$ cat src/rtl/pe_dot_issue_ctrl.sv
// pe_dot_issue_ctrl
// Issue controller for the packed 4x DSP dot-product PE. Accepts one job
// descriptor per output tile, gates the operand chunk stream into the
// multiplier array, tags each chunk with first/last accumulator markers,
// and delays those tags by the multiplier latency so they line up with the
// packed multiplier outputs. Output-buffer credits are tracked so a job only
// starts when its result is guaranteed a landing slot downstream.

module pe_dot_issue_ctrl #(
    parameter int DOT_LATENCY = 3,
    parameter int MAX_CHUNKS  = 256,
    parameter int CREDITS     = 4,
    parameter int CW          = $clog2(MAX_CHUNKS),
    localparam int CRW        = $clog2(CREDITS + 1)
) (
    input  logic           clock,
    input  logic           reset,

    input  logic           i_job_valid,
    input  logic [CW-1:0]  i_job_chunks_m1,
    output logic           o_job_ready,

    input  logic           i_op_valid,
    output logic           o_op_ready,

    output logic           o_issue,
    output logic           o_issue_first,
    output logic           o_issue_last,

    output logic           o_mult_valid,
    output logic           o_mult_first,
    output logic           o_mult_last,

    input  logic           i_credit_return,
    output logic [CRW-1:0] o_credits,

    output logic           o_busy,
    output logic           o_err
);

    typedef enum logic {
        IDLE = 1'b0,
        RUN  = 1'b1
    } state_t;

    localparam logic [CRW-1:0] CREDITS_FULL = CRW'(CREDITS);

    state_t                 r_state;
    logic [CW-1:0]          r_chunkCnt;
    logic [CW-1:0]          r_chunksM1;
    logic                   r_jobReady;
    logic                   r_opReady;
    logic [CRW-1:0]         r_credits;
    logic                   r_err;
    logic [DOT_LATENCY-1:0] r_pipeValid;
    logic [DOT_LATENCY-1:0] r_pipeFirst;
    logic [DOT_LATENCY-1:0] r_pipeLast;

    logic                   w_jobAccept;
    logic                   w_opAccept;
    logic                   w_firstBeat;
    logic                   w_lastBeat;
    logic                   w_creditFull;
    logic                   w_errSet;
    logic [CRW-1:0]         w_creditsNext;

    // Handshakes and chunk tags; ready signals come straight from registers so
    // there is never a combinational path from a valid input to a ready output.
    assign w_jobAccept  = i_job_valid & r_jobReady;
    assign w_opAccept   = i_op_valid & r_opReady;
    assign w_firstBeat  = (r_chunkCnt == '0);
    assign w_lastBeat   = (r_chunkCnt == r_chunksM1);
    assign w_creditFull = (r_credits == CREDITS_FULL);
    assign w_errSet     = i_credit_return & w_creditFull;

    assign o_job_ready   = r_jobReady;
    assign o_op_ready    = r_opReady;
    assign o_issue       = w_opAccept;
    assign o_issue_first = w_opAccept & w_firstBeat;
    assign o_issue_last  = w_opAccept & w_lastBeat;

    assign o_mult_valid  = r_pipeValid[DOT_LATENCY-1];
    assign o_mult_first  = r_pipeFirst[DOT_LATENCY-1];
    assign o_mult_last   = r_pipeLast[DOT_LATENCY-1];

    assign o_credits     = r_credits;
    assign o_err         = r_err;
    assign o_busy        = (r_state != IDLE) | (|r_pipeValid);

    // Next credit count: an accept and a return in the same cycle cancel out,
    // and a return with every slot already free saturates instead of wrapping.
    always_comb begin
        w_creditsNext = r_credits;
        case ({w_jobAccept, i_credit_return})
            2'b10:   w_creditsNext = r_credits - 1'b1;
            2'b01:   if (!w_creditFull) w_creditsNext = r_credits + 1'b1;
            default: w_creditsNext = r_credits;
        endcase
    end

    // Credit counter and sticky over-return error flag.
    always_ff @(posedge clock) begin
        if (reset) begin
            r_credits <= CREDITS_FULL;
            r_err     <= 1'b0;
        end else begin
            r_credits <= w_creditsNext;
            r_err     <= r_err | w_errSet;
        end
    end

    // Job FSM with registered ready outputs; job_ready looks ahead at the next
    // credit count so a freed slot opens the door on the very next cycle.
    always_ff @(posedge clock) begin
        if (reset) begin
            r_state    <= IDLE;
            r_chunkCnt <= '0;
            r_chunksM1 <= '0;
            r_jobReady <= 1'b1;
            r_opReady  <= 1'b0;
        end else begin
            case (r_state)
                IDLE: begin
                    if (w_jobAccept) begin
                        r_chunksM1 <= i_job_chunks_m1;
                        r_chunkCnt <= '0;
                        r_state    <= RUN;
                        r_jobReady <= 1'b0;
                        r_opReady  <= 1'b1;
                    end else begin
                        r_jobReady <= (w_creditsNext != '0);
                        r_opReady  <= 1'b0;
                    end
                end
                RUN: begin
                    if (w_opAccept) begin
                        r_chunkCnt <= r_chunkCnt + 1'b1;
                        if (w_lastBeat) begin
                            r_state    <= IDLE;
                            r_opReady  <= 1'b0;
                            r_jobReady <= (w_creditsNext != '0);
                        end
                    end
                end
                default: begin
                    r_state    <= IDLE;
                    r_jobReady <= 1'b0;
                    r_opReady  <= 1'b0;
                end
            endcase
        end
    end

    // Free-running tag delay line matching the multiplier depth; it never
    // stalls, and tags ride in already qualified by the issue strobe.
    always_ff @(posedge clock) begin
        if (reset) begin
            r_pipeValid <= '0;
            r_pipeFirst <= '0;
            r_pipeLast  <= '0;
        end else begin
            r_pipeValid[0] <= o_issue;
            r_pipeFirst[0] <= o_issue_first;
            r_pipeLast[0]  <= o_issue_last;
            for (int i = 1; i < DOT_LATENCY; i++) begin
                r_pipeValid[i] <= r_pipeValid[i-1];
                r_pipeFirst[i] <= r_pipeFirst[i-1];
                r_pipeLast[i]  <= r_pipeLast[i-1];
            end
        end
    end

endmodule

$ cat config.mk
export PLATFORM = sky130hd
export DESIGN_NAME = pe_dot_issue_ctrl
export DESIGN_NICKNAME = d
export VERILOG_FILES = /design/src/rtl/pe_dot_issue_ctrl.sv
export SDC_FILE = /design/constraint.sdc
export NUM_CORES = 1
export LEC_CHECK = 0
export CAP_MARGIN = 20
export CORE_ASPECT_RATIO = 0.5
export CORE_MARGIN = 2
export CORE_UTILIZATION = 51
export DETAILED_ROUTE_END_ITERATION = 10
export PLACE_DENSITY_LB_ADDON = 0.08
export RECOVER_POWER = 50
export SETUP_SLACK_MARGIN = 0.15
export SYNTH_ARGS = -nofsm -noshare
export SYNTH_HDL_FRONTEND = slang
export SYNTH_SLANG_ARGS = --single-unit
$ cat constraint.sdc
create_clock -name clock -period 2.3 [get_ports clock]
set_clock_uncertainty 0.2 [all_clocks]
set_input_delay 0.46 -clock clock [delete_from_list [all_inputs] [get_ports clock]]
set_output_delay 0.46 -clock clock [all_outputs]
set_load 0.005 [all_outputs]
# --- Word-level counts from Yosys, hierarchy flattened ---
# Index checks and enable logic that the tools add are counted.
totals:
  in_bits: 13
  regBits: 32
op_classes:
  add_sub_neg: 3
  reduce_logical: 6
  eq_ne: 7
  muxes: 16
  n_bitwise: 8
op_table:
  columns: ["cell", "n"]
  rows:
  - ["two-way mux 8 bit", 2]
  - ["one-hot mux 8 bit (2 select lines)", 1]
  - ["adder 8 x 1 -> 8 bit, second input constant", 1]
  - ["== test 8 bit", 1]
  - ["logical NOT 8 bit", 1]
  - ["two-way mux 1 bit", 8]
  - ["one-hot mux 1 bit (2 select lines)", 3]
  - ["one-hot mux 3 bit (2 select lines)", 1]
  - ["AND reduction 2 bit", 3]
  - ["AND 1 bit", 5]
  - ["inequality test 2 x 1 -> 1 bit, second input constant", 2]
  - ["adder 3 x 1 -> 3 bit, second input constant", 1]
  - ["== test 3 bit, second input constant", 1]
  - ["two-way mux 3 bit", 1]
  - ["nonzero test 3 bit", 1]
  - ["OR reduction 3 bit", 1]
  - ["subtractor 3 x 1 -> 3 bit, second input constant", 1]
  - ["== test 2 x 1 -> 1 bit, second input constant", 1]
  - ["== test 2 bit, second input constant", 1]
  - ["inequality test 2 bit, second input constant", 1]
  - ["bitwise OR 1 bit", 2]
  - ["inverter 1 bit", 1]

# --- Logic depth before layout (Yosys ltp) ---
depth:
  depth_word: 7
  depth_mapped: 7

# --- Worst setup path after synthesis ---
# Ideal clock, no wire load.
synth_path:
  path_kind: "reg-to-output"
  startpoint: "register r_chunkCnt[0]"
  endpoint: "output o_issue_first"
  slack_ns: 0.587
  arrival_ns: 1.053
  stages_incl_launch_ff: 6
  n_path_buf: 0
  cell_sequence: "dfxtp_1 > inv_1 > ha_1 > nor4b_1 > nand2_1 > nor4_1"
synth_via:
  elab_chain_len: 2
synth_lines:
  columns: ["element", "line_no", "rtl"]
  rows:
  - ["from (decl)", "49", "logic [CW-1:0] r_chunkCnt;"]
  - ["from (signal assigned)", "137", "r_chunkCnt <= r_chunkCnt + 1'b1;"]
  - ["logical NOT 8 bit", "71", "assign w_firstBeat = (r_chunkCnt == '0);"]
  - ["AND 1 bit", "79", "assign o_issue_first = w_opAccept & w_firstBeat;"]
  - ["to (decl)", "27", "output logic o_issue_first,"]
# Every way passes these cells.

# --- Final worst setup path ---
layout_path:
  startpoint: "register r_chunkCnt[0]"
  endpoint: "output o_issue_last"
layout_via:
  elab_chain_len: 2
layout_lines:
  columns: ["element", "line_no", "rtl"]
  rows:
  - ["== test 8 bit", "72", "assign w_lastBeat = (r_chunkCnt == r_chunksM1);"]
  - ["AND 1 bit", "80", "assign o_issue_last = w_opAccept & w_lastBeat;"]
  - ["to (decl)", "28", "output logic o_issue_last,"]
# Every way passes these cells.

==> flow_summary.yaml <==
yosys:
  synth_compound_area_frac: 0.137
  syn-num-nets: 183
  synth-simple-area-share: 0.262
  synth_cell_type_count: 39
  synth_mux_area_frac: 0.00700
  synth.area.top_cells: "dfxtp_1 (45%), nand2_1 (6.8%), a21oi_1 (5.6%)"
  netlist_area_um2: 1430
  syn_inst: 165
  postSynthAreaPerCell_um2: 8.67
  yosys.area.top_type: "dfxtp_1"
  synth_top_area_frac: 0.448
  synth_xor_area_frac: 0.0604
  synthAdderAreaFrac: 0.0437
  ys.warnings.count: 0
  ys_seq_elements: 32
  synth_top_family_by_area: "simple AND/OR/NAND/NOR gates"
  ys_seq_area_frac: 0.448
worst_setup_path:
  r2r_setup_slack_ns: 0.39
  reg2reg_depth: 8
  crit_arrival_ns: 1.58
  rr_endpoint: "o_job_ready$_SDFFE_PP1P_"
  cp_data_required_time_ns: 1.64
  cpMaxStageDelayCell: "dfxtp_2"
  crit_path_start_kind: "flop"
  path_max_fanout: 5
  cp-end-kind: "output port"
  cp_cell_sequence: "buf_4, xor2_1, nor3_2, nand4_1, inv_1, buf_2"
  critPathKind: "flop to output port"
  cp_slowest_stage_delay_ns: 0.32
  r2r-start: "r_chunkCnt[0]$_SDFFE_PP0P_"
min_path:
  worstHoldStart: "r_pipeFirst[1]$_SDFF_PP0_"
  hold_end: "r_pipeFirst[2]$_SDFF_PP0_"
  hp-class: "flop to flop"
  min_path_cells: 1
drt:
  drcViolationCount: 0
  avgRoutedWirePerCell_um: 13.0
  ant_nets: 0
  drt_wl_total_um: 3170
  drtPass1Iterations: 6
  dr_total_vias: 1280
  drt_iter0_markers: 68
  via_per_inst: 5.25
timing:
  finalSetupViolations: 0
  min_period_over_period: 0.974
  fmaxAchievable_ghz: 0.447
  setup_ws_ns: 0.0608
  finalHoldViolCount: 0
  rsz0062_at_grt: "true"
  slew_headroom: 0.585
  whs_ns: 0.238
  min_period_ns: 2.24
  tns_ns: 0
  drv_slew: 0
  worst_pin_slew_ns: 0.622
clocking:
  cts-root-buf: "clkbuf_8"
  clk_latency_ns: 0.29
  htree_levels: 2
  clock_sinks: 32
  numCtsBuffers: 5
  clkTransAtPathRegs_ns: 0.07
  cts_max_path_buffers: 2
  cts_tree: "built"
floorplanning:
  row_count: 13
  core_um2: 2640
  start_util: 0.543
  fp.dieArea_um2: 3270
  dieHeight_um: 41.4
  dieWidth_um: 78.9
  ios: 26
global_routing:
  grt_pass1_wl_um: 5350
  grt-ovfl-total: 0
  grt_use_total: 0.218
  grt_pass1_vias: 1211
  grt_max_degree: 33
  antenna_found_initial: 0
layout:
  fin_util: 0.748
  final_layout_size_suffix_gt1_frac: 0.203
  diodes: 0
  syn_to_final_growth_pct: 37.9
  nets: 224
placement:
  dp_slack_ns: -0.320
  dp_hpwl_um: 2050
  portBuffers: 25
  gp_congestion: 0.881
power:
  peakVddDrop_uv: 518
  power_density_nw_per_um2: 772
  p_leak_nw: 0.871
flow_run:
  drv_cap: 0
run_status:
  status: "finished, final reports clean"
[state kept, by name, indices dropped and copies added (netlist names)]
register / flops
o_credits: 3
r_pipeValid: 3
o_job_ready: 1
r_chunkCnt: 8
r_pipeLast: 3
o_err: 1
r_state: 1
r_chunksM1: 8
r_pipeFirst: 3
o_op_ready: 1
[cells in the mapped netlist]
master and instances:
nor4b_1 1, mux2i_1 1, o31a_1 1, xor2_1 6, o21ai_0 6, nor2_1 15, xor2_2 1, or4_1 1
nand4_1 3, buf_2 1, nor3_2 1, a31oi_1 1, a21oi_1 16, xnor2_1 2, inv_1 7, nor4_4 1
nand3_1 1, a21boi_1 1, dfxtp_1 32, nand4b_1 1, a22oi_1 1, a22o_1 1, o311ai_1 1, nor2b_1 8
nand2b_1 1, a41oi_2 1, nand2_1 26, o31ai_1 1, o211ai_1 2, buf_4 1, and3_1 5, or2_0 1
nor2_2 1, clkbuf_1 4, clkbuf_2 1, nand3b_1 3, and2_1 2, nor4_1 1, ha_1 5
[kinds of logic (layout without fill, tap and decap cells)]
| group | Yosys count | after routing |
|---|---|---|
| multiplexers | 1 | 1 |
| buffers and inverters | 14 | 56 |
| flip-flops | 32 | 32 |
| XOR/XNOR | 9 | 9 |
| AO/OA/AOI/OAI | 32 | 32 |
| AND/OR/NAND/NOR | 72 | 72 |
| adder cells (fa/ha/maj) | 5 | 5 |
[worst max-delay path by stage]
stage	start	end	slack [ns]
after floorplan	r_chunkCnt[0]$_SDFFE_PP0P_	o_issue_first	0.59
after global placement	i_op_valid	o_issue_first	-0.30
after detailed placement	i_op_valid	o_issue_first	-0.32
after CTS	r_chunkCnt[1]$_SDFFE_PP0P_	o_issue_first	0.11
after global routing	r_chunkCnt[1]$_SDFFE_PP0P_	o_issue_first	-0.03
final	r_chunkCnt[0]$_SDFFE_PP0P_	o_issue_last	0.06
[metal layers]
metal | up-vias | track usage | part of all wire
met5 | - | 0 | 0
met4 | 0 | 0.103 | 0.012
met3 | 6 | 0.0848 | 0.058
met2 | 38 | 0.344 | 0.47
met1 | 598 | 0.266 | 0.46
li1 | 638 | - | -
[layout make-up]
type	instances	area, µm²
clock buffers	7	96.3
fillers	195	663
repair buffers	41	350
multi-input cells	119	772
well taps	37	46.3
inverters	7	26.3
flip-flops and latches	32	651
clock inverters	1	30.0
[placed cells by master, fill, tap and decap left out, drive strengths merged, types with 3 or more instances in the layout]
cell,synthesis,routed
inv,7,7
ha,5,5
dlygate4sd2,0,3
nand2,26,26
nand3b,3,3
clkbuf,5,9
xor2,7,7
dlygate4sd3,0,4
nand4,3,3
clkdlybuf4s50,0,16
buf,2,16
a21oi,16,16
dfxtp,32,32
and3,5,5
nor2b,8,8
nor2,16,16
o21ai,6,6
[where the power goes]
group | switching [mW] | total, mW | internal [mW]
sequential | 0.0364 | 0.628 | 0.591
clock | 0.215 | 0.597 | 0.382
combinational | 0.138 | 0.297 | 0.159
total | 0.390 | 1.52 | 1.13
[critical path: cells and delay by family (launching register included)]
family,cells,cell delay [ns]
flops,1,0.32
simple gates,2,0.46
buf+inv,3,0.34
xor+xnor,1,0.16
[what timing repair did]
action	4_1_cts	5_1_grt
pin swaps	2	5
endpoints found under the setup margin	4	2
hold buffers	0	0
resized for setup	17	10
hold endpoints to repair	0	0
buffers inserted	3	2
gates cloned	0	0
[per-stage QoR]
| stage | instance area (µm²) | instances | power, mW |
|---|---|---|---|
| 6_report | 1970 | 244 | 1.52 |
| 5_1_grt | 1970 | 244 | 1.60 |
| 4_1_cts | 1950 | 242 | 1.52 |
| 3_5_place_dp | 1780 | 231 | 0.926 |
| 3_3_place_gp | 1780 | 231 | 0.918 |
| 2_1_floorplan | 1430 | 165 | 0.794 |
(Power assumes the default switching activity.)
